$ cat config.mk
export PLATFORM = sky130hd
export DESIGN_NAME = flopr_rr_ctrl_flat
export DESIGN_NICKNAME = d
export VERILOG_FILES = /design/src/rtl/flopr_rr_ctrl_if.sv /design/src/rtl/flopr_rr_ctrl.sv /design/src/flat_wrapper.sv
export SDC_FILE = /design/constraint.sdc
export NUM_CORES = 1
export LEC_CHECK = 0
export ABC_CLOCK_PERIOD_IN_PS = 1700
export CORE_MARGIN = 2
export CORE_UTILIZATION = 44
export CTS_BUF_LIST = sky130_fd_sc_hd__clkbuf_8
export CTS_CLUSTER_DIAMETER = 120
export DETAILED_ROUTE_END_ITERATION = 16
export GPL_TIMING_DRIVEN = 0
export HOLD_SLACK_MARGIN = 0.03
export PLACE_DENSITY = 0.82
export SETUP_SLACK_MARGIN = 0.05
export SLEW_MARGIN = 20
export SYNTH_ARGS = -nofsm -noshare
export SYNTH_HDL_FRONTEND = slang
export SYNTH_SLANG_ARGS = --single-unit
$ cat constraint.sdc
create_clock -name clk -period 1.7 [get_ports clk]
set_input_delay 0.34 -clock clk [delete_from_list [all_inputs] [get_ports clk]]
set_output_delay 0.34 -clock clk [all_outputs]
set_load 0.01 [all_outputs]
$ cat src/rtl/flopr_rr_ctrl_if.sv
// rtl/flopr_rr_ctrl_if.sv - requester-side bundle for the round-robin shared-register controller
interface flopr_rr_ctrl_if #(
  parameter int N = 4,
  parameter int W = 4
);
  localparam int IW = (N > 1) ? $clog2(N) : 1;

  logic [N-1:0]   req;
  logic [N*W-1:0] wdata;
  logic [N-1:0]   gnt;
  logic [IW-1:0]  owner;
  logic           busy;
  logic           done;
  logic [W-1:0]   q;

  modport master (
    output req, wdata,
    input  gnt, owner, busy, done, q
  );

  modport slave (
    input  req, wdata,
    output gnt, owner, busy, done, q
  );
endinterface

$ cat src/rtl/flopr_rr_ctrl.sv
// rtl/flopr_rr_ctrl.sv - round-robin write controller owning a shared W-bit register
module flopr_rr_ctrl #(
  parameter int N           = 4,
  parameter int W           = 4,
  parameter int HOLD_CYCLES = 2
) (
  input  logic          clk,
  input  logic          reset,
  flopr_rr_ctrl_if.slave bus
);
  localparam int IW = (N > 1) ? $clog2(N) : 1;
  localparam int CW = (HOLD_CYCLES > 1) ? $clog2(HOLD_CYCLES) : 1;
  localparam logic [CW-1:0] HOLD_INIT = (HOLD_CYCLES > 0) ? CW'(HOLD_CYCLES - 1) : '0;

  typedef enum logic [1:0] {IDLE, LOAD, HOLD} state_t;

  state_t        state, state_nxt;
  logic [N-1:0]  gnt;
  logic [IW-1:0] owner;
  logic [IW-1:0] ptr;
  logic [CW-1:0] cnt;
  logic [W-1:0]  q;
  logic          done;

  logic          busy;
  logic          grant_en;
  logic          load_en;
  logic          release_en;
  logic          found;
  logic [IW-1:0] winner;
  logic [IW-1:0] idx;

  // Rotating priority search starting at ptr; first asserted request wins.
  always_comb begin
    found  = 1'b0;
    winner = ptr;
    idx    = '0;
    for (int o = 0; o < N; o++) begin
      idx = IW'((int'(ptr) + o) % N);
      if (!found && bus.req[idx]) begin
        found  = 1'b1;
        winner = idx;
      end
    end
  end

  always_ff @(posedge clk or negedge reset) begin
    if (!reset) begin
      state <= IDLE;
    end else begin
      state <= state_nxt;
    end
  end

  always_comb begin
    state_nxt = state;
    case (state)
      IDLE:    if (found) state_nxt = LOAD;
      LOAD:    state_nxt = (HOLD_CYCLES == 0) ? IDLE : HOLD;
      HOLD:    if (cnt == '0) state_nxt = IDLE;
      default: state_nxt = IDLE;
    endcase
  end

  always_comb begin
    busy       = (state != IDLE);
    grant_en   = (state == IDLE) && found;
    load_en    = (state == LOAD);
    release_en = (state != IDLE) && (state_nxt == IDLE);
  end

  always_ff @(posedge clk or negedge reset) begin
    if (!reset) begin
      gnt   <= '0;
      owner <= '0;
      ptr   <= '0;
      cnt   <= '0;
      q     <= '0;
      done  <= 1'b0;
    end else begin
      done <= load_en;
      if (grant_en) begin
        gnt   <= N'(1) << winner;
        owner <= winner;
      end else if (release_en) begin
        gnt <= '0;
      end
      // Load is committed once granted, regardless of req[owner] now.
      if (load_en) begin
        q   <= bus.wdata[owner*W +: W];
        ptr <= (owner == IW'(N - 1)) ? '0 : owner + 1'b1;
        cnt <= HOLD_INIT;
      end else if (state == HOLD && cnt != '0) begin
        cnt <= cnt - 1'b1;
      end
    end
  end

  assign bus.gnt   = gnt;
  assign bus.owner = owner;
  assign bus.busy  = busy;
  assign bus.done  = done;
  assign bus.q     = q;
endmodule

$ cat src/flat_wrapper.sv
// flat-port wrapper written by rule: the top's interface ports become plain ports
module flopr_rr_ctrl_flat 
#(
  parameter int N           = 4,
  parameter int W           = 4,
  parameter int HOLD_CYCLES = 2
)
  (clk, reset, bus_req, bus_wdata, bus_gnt, bus_owner, bus_busy, bus_done, bus_q);
  flopr_rr_ctrl_if #(.N(N), .W(W)) bus_i ();
  input  logic clk;
  input  logic reset;
  input wire logic [$bits(bus_i.req)-1:0] bus_req;
  input wire logic [$bits(bus_i.wdata)-1:0] bus_wdata;
  output wire logic [$bits(bus_i.gnt)-1:0] bus_gnt;
  output wire logic [$bits(bus_i.owner)-1:0] bus_owner;
  output wire logic [$bits(bus_i.busy)-1:0] bus_busy;
  output wire logic [$bits(bus_i.done)-1:0] bus_done;
  output wire logic [$bits(bus_i.q)-1:0] bus_q;
  assign bus_i.req = bus_req;
  assign bus_i.wdata = bus_wdata;
  assign bus_gnt = bus_i.gnt;
  assign bus_owner = bus_i.owner;
  assign bus_busy = bus_i.busy;
  assign bus_done = bus_i.done;
  assign bus_q = bus_i.q;
  flopr_rr_ctrl #(.N(N), .W(W), .HOLD_CYCLES(HOLD_CYCLES)) u_core (.clk(clk), .reset(reset), .bus(bus_i));
endmodule
==> impl_metrics.ini <==
[drt]
final_antenna_net_count = 0
vias_per_cell = 5.10
drtIter0Drc = 9
dr.pass1.iters = 3
totalWireLength_mm = 1.77
wl_per_cell_um = 13.4
vias = 673
drc = 0

[power_and_ir_drop]
peakVddDrop_uv = 1090
cellPowerDensity_nw_per_um2 = 1700
leakage_nw = 0.551
power.total_mw = 2.19

[clocking]
cts_hold_buf = 0
cts_tree = built
numCtsBuffers = 3
insertion_delay_ps = 250
clkTransAtPathRegs_ps = 60
cts_sinks = 16
root_buffer = clkbuf_8
cts_max_path_buffers = 2
htree_levels = 1

[yosys]
syn_nets = 90
synth_cell_type_count = 29
synth-seq-cells = 16
yosysMostFrequentCell = dfrtp_1
yosys.area.top_type = dfrtp_1
synth_area_leaders = dfrtp_1 (48%), mux4_2 (11%), mux2_2 (9.4%), o41ai_4 (3.3%), o21ai_0 (2.4%)
netlist_area_um2 = 836
ys_seq_area_share_pct = 47.9
ys_warn_count = 0
syn_inst = 67
syn_area_per_cell_um2 = 12.5
ys.flop_type = dfrtp_1
synth_common_cells = dfrtp_1 (16), mux2_2 (7)
yosys.area.top_type_share_pct = 47.9
synth-edff-count = 0
async_reset_ff_share_pct = 100

[setup_path]
cp_slowest_stage_delay_ps = 570
slowest_stage = clkdlybuf4s50_1
crit_required_ps = 1360
crit_chain = clkdlybuf4s50_1
cp_top_family = buffers and inverters
critPathMaxFanout = 7
endpoint_kind = output port
rrSetupSlack_ps = 190
cp_num_buf_inv = 1
path_class = flip-flop to output port
cp_data_arrival_time_ps = 1260
cp-start-kind = flip-flop

[sta]
final.setup_skew_ps = 2.16
setup-tns-final_ps = 0
max_slew.worst_pin.slew_ps = 693
setup_viol = 0
grt_setup_unrepaired = false
fmax_mhz = 626
finalMaxSlewViolations = 0
final_hold_viol_count = 0
worst_slack_ps = 103
min_period_over_period_pct = 94.0
relSlewSlack_pct = 53.6
layout_min_cycle_time_ps = 1600
holdWs_ps = 507

[final_layout]
drive_gt1_share_pct = 24.3
final_cells = 132
fillers = 138
fin_area_um2 = 1280
n_antenna_cell = 0
utilization_pct = 72.8
num-nets-final = 131
area_growth_pct = 53.6

[grt]
grt_pass1_wl_mm = 2.81
grt_pass1_vias = 649
grt_max_degree = 17
grt_usage_pct = 18.5
grt.overflow.total = 0
antenna_found_initial = 0

[floorplanning]
rows = 15
io_pins = 34
coreArea_um2 = 1760
die_h_um = 47.6
die_area_um2 = 2260
die_width_um = 47.6
start_util_pct = 47.4

[run]
maxCapViolations = 0

[placement]
placed_cells = 125
post-place-ws_ps = -327
place_area_um2 = 1200
hpwlAfterDp_mm = 1.39
gp_congestion = 0.727
io_buffers = 33

[min_path]
hold_path.class = input pin to async pin

[status]
outcome = finished clean
-- path summary, 6_finish.rpt --
path	start	end	cells past startpoint
max	u_core.bus.owner[1]	bus_owner[1]	1
min	reset	u_core.ptr[1]	1
max reg2reg	u_core.state[0]	u_core.bus.q[2]	4
min reg2reg	u_core.bus.q[2]	u_core.bus.q[2]	1
max in group asynchronous	reset	u_core.bus.owner[1]	1
min in group clk	u_core.bus.q[2]	u_core.bus.q[2]	1
-- routing by layer --
layer  GRT usage (%)  wire (µm)  share of wire, %  up-vias
met2            29.5        920                52       13
met1            23.3        760                43      333
met5               0          0                 0        -
met3            5.66         63               3.6        2
li1                -          -                 -      325
met4            8.11         27               1.5        0
-- flip-flops by register name, summed over array words and instances (netlist names) --
| register | count |
|---|---|
| u_core.bus.done | 1 |
| u_core.bus.gnt | 4 |
| u_core.bus.owner | 2 |
| u_core.bus.q | 4 |
| u_core.cnt | 1 |
| u_core.ptr | 2 |
| u_core.state | 2 |
-- what timing repair did --
item                       4_1_cts  5_1_grt
pin swaps                        1        1
gates resized for setup          7        2
setup buffers                    2        1
setup endpoints to repair       12        5
-- final cells by class --
type	instances	area [µm²]	area share, %
inverters	4	15.0	1.17
flip-flops and latches	16	402	31.3
plain buffers	2	8.76	0.682
multi-input cells	45	420	32.7
well taps	25	31.3	2.44
repair buffers	36	352	27.4
clock buffers	4	55.1	4.29
-- cells in the final DEF, fill, tap and decap left out, types with 2 or more instances in the layout --
master,instances
clkdlybuf4s50_1,29
dfrtp_1,15
mux2_2,7
mux4_2,4
nand2_1,4
clkbuf_8,4
inv_1,3
nor2_1,3
o21ai_0,3
dlygate4sd2_1,3
buf_4,3
nor2b_1,2
nor3_1,2
-- cells by family after synthesis --
group	after synthesis	share of synthesized area, %
adder cells (fa/ha/maj)	1	1.50
AO/OA/AOI/OAI	14	15.6
multiplexers	11	20.2
AND/OR/NAND/NOR	19	12.1
buffers and inverters	6	2.69
flip-flops	16	47.9
-- power breakdown --
part | total (mW) | switching (mW) | internal [mW]
clock | 0.329 | 0.124 | 0.205
combinational | 1.14 | 0.460 | 0.684
sequential | 0.715 | 0.146 | 0.569
Note: power is estimated with default switching activity, not from simulation.
